$ cat src/rtl/memory_cycle.sv
// MEM stage of a 5-stage pipeline: drives the data-memory request, stalls the
// upstream stages while the memory is not ready, and registers MEM/WB.
module memory_cycle #(
  parameter int unsigned TIMEOUT_CYCLES = 16
) (
  input  logic        clk,
  input  logic        rst,
  input  logic        RegWriteM,
  input  logic        MemWriteM,
  input  logic [1:0]  ResultSrcM,
  input  logic [4:0]  RD_M,
  input  logic [31:0] PCPlus4M,
  input  logic [31:0] WriteDataM,
  input  logic [31:0] ALU_ResultM,
  output logic        dmem_req,
  output logic        dmem_we,
  output logic [31:0] dmem_addr,
  output logic [31:0] dmem_wdata,
  input  logic        dmem_ready,
  input  logic [31:0] dmem_rdata,
  output logic        StallM,
  output logic        RegWriteW,
  output logic [1:0]  ResultSrcW,
  output logic [4:0]  RD_W,
  output logic [31:0] PCPlus4W,
  output logic [31:0] ALU_ResultW,
  output logic [31:0] ReadDataW,
  output logic        bus_err,
  output logic        misalign_err,
  output logic        dbg_state_o
);

  // Handshake: dmem_req stays high from issue until the cycle dmem_ready=1
  // (completion) or the wait counter expires (abort). Address, data and we
  // are stable for the whole request because StallM freezes the EX/MEM inputs.

  typedef enum logic {
    S_IDLE = 1'b0,
    S_WAIT = 1'b1
  } state_t;

  localparam logic [7:0] TMO = 8'(TIMEOUT_CYCLES);

  state_t      state_q, state_d;
  logic [7:0]  cnt_q, cnt_d;

  logic        is_load;
  logic        access;
  logic        aligned;
  logic        complete;
  logic        timeout_hit;
  logic        misalign_hit;
  logic        bubble;

  logic        reg_write_q;
  logic [1:0]  result_src_q;
  logic [4:0]  rd_q;
  logic [31:0] pc_plus4_q;
  logic [31:0] alu_result_q;
  logic [31:0] read_data_q;
  logic        bus_err_q;
  logic        misalign_err_q;

  assign is_load = (ResultSrcM == 2'b01);
  assign access  = MemWriteM | is_load;
  assign aligned = (ALU_ResultM[1:0] == 2'b00);

  assign dmem_addr  = {ALU_ResultM[31:2], 2'b00};
  assign dmem_wdata = WriteDataM;
  assign dmem_we    = MemWriteM;

  always_comb begin
    state_d      = state_q;
    cnt_d        = cnt_q;
    dmem_req     = 1'b0;
    complete     = 1'b0;
    timeout_hit  = 1'b0;
    misalign_hit = 1'b0;
    if (!rst) begin
      case (state_q)
        S_IDLE: begin
          if (access) begin
            if (!aligned) begin
              misalign_hit = 1'b1;
            end else begin
              dmem_req = 1'b1;
              if (dmem_ready) begin
                complete = 1'b1;
              end else begin
                state_d = S_WAIT;
                cnt_d   = 8'd1;
              end
            end
          end
        end
        S_WAIT: begin
          if (!dmem_ready && (cnt_q >= TMO)) begin
            // Abort: drop the request so the pipeline can move on.
            timeout_hit = 1'b1;
            state_d     = S_IDLE;
            cnt_d       = 8'd0;
          end else begin
            dmem_req = 1'b1;
            if (dmem_ready) begin
              complete = 1'b1;
              state_d  = S_IDLE;
              cnt_d    = 8'd0;
            end else begin
              cnt_d = cnt_q + 8'd1;
            end
          end
        end
        default: begin
          state_d = S_IDLE;
          cnt_d   = 8'd0;
        end
      endcase
    end
  end

  assign StallM = dmem_req & ~dmem_ready & ~timeout_hit;
  assign bubble = StallM | misalign_hit | timeout_hit;

  always_ff @(posedge clk or posedge rst) begin
    if (rst) begin
      state_q <= S_IDLE;
      cnt_q   <= 8'd0;
    end else begin
      state_q <= state_d;
      cnt_q   <= cnt_d;
    end
  end

  always_ff @(posedge clk or posedge rst) begin
    if (rst) begin
      reg_write_q  <= 1'b0;
      result_src_q <= 2'b00;
      rd_q         <= 5'd0;
      pc_plus4_q   <= 32'd0;
      alu_result_q <= 32'd0;
      read_data_q  <= 32'd0;
    end else if (bubble) begin
      reg_write_q  <= 1'b0;
      result_src_q <= 2'b00;
      rd_q         <= 5'd0;
      pc_plus4_q   <= 32'd0;
      alu_result_q <= 32'd0;
      read_data_q  <= 32'd0;
    end else begin
      reg_write_q  <= RegWriteM;
      result_src_q <= ResultSrcM;
      rd_q         <= RD_M;
      pc_plus4_q   <= PCPlus4M;
      alu_result_q <= ALU_ResultM;
      read_data_q  <= (complete && is_load) ? dmem_rdata : 32'd0;
    end
  end

  // Error flags are sticky until reset.
  always_ff @(posedge clk or posedge rst) begin
    if (rst) begin
      bus_err_q      <= 1'b0;
      misalign_err_q <= 1'b0;
    end else begin
      if (timeout_hit)  bus_err_q      <= 1'b1;
      if (misalign_hit) misalign_err_q <= 1'b1;
    end
  end

  assign RegWriteW    = reg_write_q;
  assign ResultSrcW   = result_src_q;
  assign RD_W         = rd_q;
  assign PCPlus4W     = pc_plus4_q;
  assign ALU_ResultW  = alu_result_q;
  assign ReadDataW    = read_data_q;
  assign bus_err      = bus_err_q;
  assign misalign_err = misalign_err_q;
  assign dbg_state_o  = state_q;

endmodule

$ cat config.mk
export PLATFORM = sky130hd
export DESIGN_NAME = memory_cycle
export DESIGN_NICKNAME = d
export VERILOG_FILES = /design/src/rtl/memory_cycle.sv
export SDC_FILE = /design/constraint.sdc
export NUM_CORES = 1
export LEC_CHECK = 0
export ABC_AREA = 0
export CORE_AREA = 2 2 122 124
export DETAILED_ROUTE_END_ITERATION = 12
export DIE_AREA = 0 0 124 126
export PLACE_DENSITY = 0.73
export SYNTH_ARGS = -nofsm -noshare
export SYNTH_HDL_FRONTEND = slang
export SYNTH_SLANG_ARGS = --single-unit
$ cat constraint.sdc
create_clock -name clk -period 13.7 [get_ports clk]
set_input_delay 2.74 -clock clk [delete_from_list [all_inputs] [get_ports clk]]
set_output_delay 2.74 -clock clk [all_outputs]
set_load 0.1 [all_outputs]
==> out/summary.txt, run 1 <==
layout cells sized above 1 -> 8.21%
Req. time, crit path -> 10.96 ns
Detailed Route Iter0 Violations -> 91
Die Ht -> 126 um
per-cell routed wire length -> 16.0 um
critical path type -> in2out
crit path cell chain -> clkdlybuf4s50_1, inv_4, o311ai_4, a211oi_2, clkdlybuf4s50_1
max cap viols -> 0
final setup vio count -> 0
synth-to-layout area growth -> 63.5%
Critical-path top delay cell -> clkdlybuf4s50_1
TritonCTS Sinks -> 115
1st-pass router iterations -> 4
CORE AREA -> 14300 um2
post-CTS sizing -> 0
cell area after synthesis -> 4440 um2
worst skew pair latency -> 0.41 ns
Worst-Margin Slew -> 1.02 ns
GRT Util Overall -> 15.1%
clk slew on worst S/H paths -> 0.06 ns
Clock Tree Root -> clkbuf_16
nets -> 677
number of antenna violations at the first check in global routing -> 0
critical path capture point type -> primary output
most common cell after layout, fill and taps aside -> clkdlybuf4s50_1
via total after detailed routing -> 3007
Leakage Power -> 0.00316 uW
Worst slew margin -> 32.0%
fill count -> 1235
die area -> 15600 um2
CTS tree -> yes
Setup Skew -> 0.00752 ns
Hold Buf Count CTS -> 0
max-slew violations -> 0
post-synthesis cell type count -> 33
RSZ-0062 raised after global routing -> false
Power, Total -> 1130 uW
Final Hold Viols -> 0
vias in the first global route -> 3220
Syn Inst Count -> 343
first-pass GRT wire length -> 17.4 mm
CP bufs+invs -> 3
gpl congestion -> 0.800
Worst Hold Class -> reg2reg
vias per cell -> 4.11
Worst path max stage delay -> 1.17 ns
Starting Density -> 31.0%
fin area -> 7260 um2
setup bufs post-CTS -> 0
status -> complete, no violations
FF+latch count, synth -> 115
Routed WL -> 11.7 mm
total CTS buffers -> 17
Worst VDD drop -> 0.0000682 V
CTS max path bufs -> 2
multi-input logic area -> 998 um2
commonest cells after routing, fill and taps aside -> 247 x clkdlybuf4s50_1, 115 x dfrtp_1, 73 x nor2b_1
Yosys warning count -> 0
Area after DPL -> 6610 um2
DRC Markers -> 0
placed cell count -> 700
crit-path max FO -> 56
hpwl dp -> 8.69 mm
H-tree depth -> 4
row count -> 44
Die Wd -> 124 um
post-route setup slack -> 5.39 ns
pwr/cell area -> 156 nW/um2
flip-flop and latch area -> 2880 um2
pre-CTS setup slack -> 5.29 ns
grt total ovfl -> 0
Antenna Cells -> 0
DRT antenna net count -> 0
family with the most delay on the worst path -> buffers and inverters
cell mode on critical path -> clkdlybuf4s50_1
mean post-synth cell area -> 12.9 um2
final cell count without fillers -> 732
Seq/Total Area, Yosys -> 64.8%
largest net degree at the start of global routing -> 65
PortBufs -> 247
min Tclk post-route -> 8.31 ns
Final period util -> 60.6%
crit start category -> input pin
setup tns final -> 0 ns
I/O pins -> 314
Worst Path Arrival -> 5.57 ns
Max Clk Rate -> 0.120 GHz
[path summary, 6_finish.rpt]
check	start	slack, ns	cells after the start	end
max in group asynchronous	rst	9.49	3	misalign_err
min in group asynchronous	rst	2.94	2	cnt_q[0]
max	rst	5.39	5	StallM
min	bus_err	0.46	1	bus_err
max reg2reg	dbg_state_o	11.48	4	ResultSrcW[0]
min reg2reg	bus_err	0.46	1	bus_err
[logic make-up (layout without fill, tap and decap cells)]
group                    after synthesis  in the layout  share of synthesized area [%]
other                                  1              2                         0.0845
AND/OR/NAND/NOR                      124            124                           17.3
flip-flops                           115            115                           64.8
buffers and inverters                 81            285                           13.0
adder cells (fa/ha/maj)                2              2                          0.564
multiplexers                           1              1                          0.254
AO/OA/AOI/OAI                         19             19                           4.03
[routing by layer]
layer  GRT usage (%)  part of all wire (%)  up-vias
met5               0                     0        -
met4            7.20                   2.7        0
met3            6.52                    12       23
met2            26.3                    51      187
met1            15.4                    34     1400
li1                -                     -     1397
[cell type report]
| cell class | count | area share, % |
|---|---|---|
| well taps | 184 | 3.17 |
| clock buffers | 17 | 5.86 |
| clock inverters | 15 | 3.02 |
| repair buffers | 249 | 34.3 |
| multi-input cells | 148 | 13.8 |
| inverters | 4 | 0.241 |
| flip-flops and latches | 115 | 39.7 |
[worst register-to-register path, cell delays in order (launching register included)]
cell      delay [ns]
dfrtp_1         0.50
o21bai_4        0.27
a21oi_4         0.54
buf_4           0.56
nor2b_1         0.19
[where the power goes]
| group | leakage [uW] | switching (uW) | internal (uW) |
|---|---|---|---|
| combinational | 0.00137 | 208 | 76.0 |
| clock | 0.000309 | 170 | 310 |
| sequential | 0.00148 | 8.66 | 359 |
| total | 0.00316 | 386 | 745 |
[sequential cells by signal (all words and copies together), names as in the netlist]
name          flops
PCPlus4W         32
RD_W              5
ReadDataW        32
bus_err           1
ALU_ResultW      32
ResultSrcW        2
RegWriteW         1
dbg_state_o       1
cnt_q             8
misalign_err      1
[metrics by stage]
step,util [%],hold slack (ns)
finish,50.7,0.464
floorplan,-,0.455
CTS,50.7,0.469
detailed placement,46.2,0.455
global route,50.7,0.482
global placement,46.2,0.454
[synthesized netlist by cell type (all sizes together)]
cell type / number / area [um2]
a211oi: 1 / 12.5
a21o: 2 / 15.0
a21oi: 4 / 23.8
a22o: 2 / 17.5
a31o: 1 / 8.76
and2: 34 / 213
and2b: 1 / 7.51
buf: 74 / 546
clkbuf: 3 / 15.0
conb: 1 / 3.75
dfrtp: 115 / 2880
ha: 2 / 25.0
inv: 4 / 15.0
mux2: 1 / 11.3
nand2: 3 / 11.3
nand3: 1 / 5.00
nand4: 1 / 6.26
nor2: 4 / 15.0
nor2b: 75 / 474
nor3: 2 / 10.0
nor4: 1 / 6.26
o21a: 1 / 7.51
o21bai: 1 / 18.8
o22a: 2 / 17.5
o2bb2ai: 1 / 8.76
o311ai: 1 / 26.3
o31ai: 3 / 22.5
or2: 1 / 6.26
or4: 1 / 11.3
Power figures use the tool's default switching activity.
==> inputs of run 2 (changes only) <==
--- a/config.mk
+++ b/config.mk
@@ -6,10 +6,10 @@
 export NUM_CORES = 1
 export LEC_CHECK = 0
 export ABC_AREA = 0
-export CORE_AREA = 2 2 122 124
+export CORE_MARGIN = 2
+export CORE_UTILIZATION = 32
 export DETAILED_ROUTE_END_ITERATION = 12
-export DIE_AREA = 0 0 124 126
-export PLACE_DENSITY = 0.73
+export PLACE_DENSITY = 0.78
 export SYNTH_ARGS = -nofsm -noshare
 export SYNTH_HDL_FRONTEND = slang
 export SYNTH_SLANG_ARGS = --single-unit
==> constraint.sdc (replaced) <==
create_clock -name clk -period 7.6 [get_ports clk]
set_input_delay 1.52 -clock clk [delete_from_list [all_inputs] [get_ports clk]]
set_output_delay 1.52 -clock clk [all_outputs]
set_load 0.1 [all_outputs]
==> out/summary.txt, run 2 (synthesis gave the netlist of run 1 again) <==
status -> complete, no violations
Worst path max stage delay -> 1.17 ns (about the same)
pwr/cell area -> 271 nW/um2 (+74%)
largest net degree at the start of global routing -> 61 (-6.2%)
Worst Hold Class -> reg2reg
pre-CTS setup slack -> 1.60 ns (-3.68 ns)
number of antenna violations at the first check in global routing -> 0 (unchanged)
Net Sw Power -> 684 uW (+77%)
most common cell after layout, fill and taps aside -> clkdlybuf4s50_1
Die Wd -> 122 um (-1.8%)
total CTS buffers -> 17 (unchanged)
crit path cell chain -> clkdlybuf4s50_1, inv_4, o311ai_4, a211oi_2, clkdlybuf4s50_1
crit start category -> input pin
Antenna Cells -> 0 (unchanged)
post-route setup slack -> 1.69 ns (-3.71 ns)
die area -> 14800 um2 (-5.1%)
hpwl dp -> 8.95 mm (+3.0%)
min Tclk post-route -> 5.91 ns
critical path capture point type -> primary output
clk slew on worst S/H paths -> 0.06 ns (about the same)
PortBufs -> 247 (unchanged)
critical path type -> in2out
layout cells sized above 1 -> 8.20% (-0.015 points)
synth-to-layout area growth -> 62.1%
row count -> 43 (-2.3%)
max-slew violations -> 0 (unchanged)
Req. time, crit path -> 6.08 ns (-4.88 ns)
RSZ-0062 raised after global routing -> false
setup tns final -> 0 ns (unchanged)
Final Hold Viols -> 0 (unchanged)
nets -> 678 (+0.15%)
Worst VDD drop -> 0.000131 V (+91%)
vias in the first global route -> 3200 (-0.62%)
CP startpoint -> rst
Starting Density -> 32.3% (+1.3 points)
Leakage Power -> 0.00313 uW (-0.95%)
crit-path max FO -> 60 (+7.1%)
Post-Route Utilization -> 52.4% (+1.8 points)
post-CTS sizing -> 0 (unchanged)
Power, Total -> 1950 uW (+73%)
Clock Tree Root -> clkbuf_16
first-pass GRT wire length -> 17.2 mm (-0.75%)
via total after detailed routing -> 3062 (+1.8%)
Comb pwr share -> 26.4% (+1.3 points)
Critical-path top delay cell -> clkdlybuf4s50_1
commonest cells after routing, fill and taps aside -> 247 x clkdlybuf4s50_1, 115 x dfrtp_1, 73 x nor2b_1
DRC Markers -> 0 (unchanged)
worst skew pair latency -> 0.41 ns (about the same)
final setup vio count -> 0 (unchanged)
Worst-Margin Slew -> 1.02 ns (+0.00415 ns)
grt total ovfl -> 0 (unchanged)
Clk pwr share -> 39.7% (-2.7 points)
DRT antenna net count -> 0 (unchanged)
cell mode on critical path -> clkdlybuf4s50_1
gpl congestion -> 0.811 (+1.3%)
max cap viols -> 0 (unchanged)
Net Sw Frac -> 35.0% (+0.91 points)
TritonCTS Sinks -> 115 (unchanged)
Die Ht -> 122 um (-3.4%)
CTS tree -> yes
Routed WL -> 11.8 mm (+1.3%)
per-cell routed wire length -> 16.2 um (+1.8%)
Setup Skew -> 0.00419 ns (-0.00333 ns)
sequential power share -> 33.9% (+1.4 points)
Detailed Route Iter0 Violations -> 164 (+80%)
HP Start -> bus_err
Final period util -> 77.8%
reg2reg start -> dbg_state_o
CTS max path bufs -> 2 (unchanged)
H-tree depth -> 4 (unchanged)
Int Power -> 1270 uW (+70%)
Worst Path Arrival -> 4.39 ns (-1.18 ns)
Hold Buf Count CTS -> 0 (unchanged)
vias per cell -> 4.20 (+2.2%)
GRT Util Overall -> 15.9% (+0.75 points)
Max Clk Rate -> 0.169 GHz
CORE AREA -> 13700 um2 (-4.2%)
Worst slew margin -> 31.7% (-0.28 points)
1st-pass router iterations -> 4 (unchanged)
I/O pins -> 314 (unchanged)
setup bufs post-CTS -> 0 (unchanged)
## run 2: changes by cell type in the layout (fill, tap and decap cells not counted)
cell	delta
clkinv_2	+3
clkinvlp_4	+3
inv_6	-3
bufinv_16	-2
buf_4	+1
inv_8	-1
nor2_1	+1
nor2_2	-1
## run 2: final timing paths
path / to / slack, ns / depth (start not counted)
hold reg to reg: bus_err / 0.48 / 1
min in group asynchronous: dbg_state_o / 1.75 / 2
hold / removal: bus_err / 0.48 / 1
setup / recovery: StallM / 1.69 / 5
max in group asynchronous: ALU_ResultW[1] / 4.62 / 3
setup reg to reg: ResultSrcW[1] / 5.40 / 4
## run 2: stage by stage
step	hold slack, ns	instances	instance area [um2]
2_1_floorplan	0.455	344	4440
5_1_grt	0.493	729	7200
4_1_cts	0.484	729	7200
3_3_place_gp	0.453	697	6610
3_5_place_dp	0.471	697	6610
6_report	0.479	729	7200
## run 2: cell type report
class                           instances  area (um2)
Multi-Input combinational cell        148         996
Fill cell                            1156        6520
Sequential cell                       115        2880
Clock buffer                           17         425
Clock inverter                         15         159
Inverter                                4        17.5
Timing Repair Buffer                  250        2490
Tap cell                              180         225
## run 2: power groups by stage
stage / combinational, uW / clock (uW) / sequential, uW
6_report: 515 / 776 / 663
4_1_cts: 520 / 794 / 663
2_1_floorplan: 221 / 0 / 902
5_1_grt: 534 / 825 / 666
3_3_place_gp: 514 / 0 / 672
3_5_place_dp: 518 / 0 / 673
## run 2: critical path: cells and delay by family
kind / cells / cell delay [ns]
buffers and inverters: 3 / 2.31
AO/OA/AOI/OAI: 2 / 0.57
## run 2: metal layers
metal	wire length [um]	part of all wire (%)	global-route usage, %	vias up
li1	-	-	-	1402
met1	3900	33	14.9	1455
met2	6490	55	29.2	185
met3	1200	10	6.84	20
met4	250	2.1	7.90	0
met5	0	0	0	-
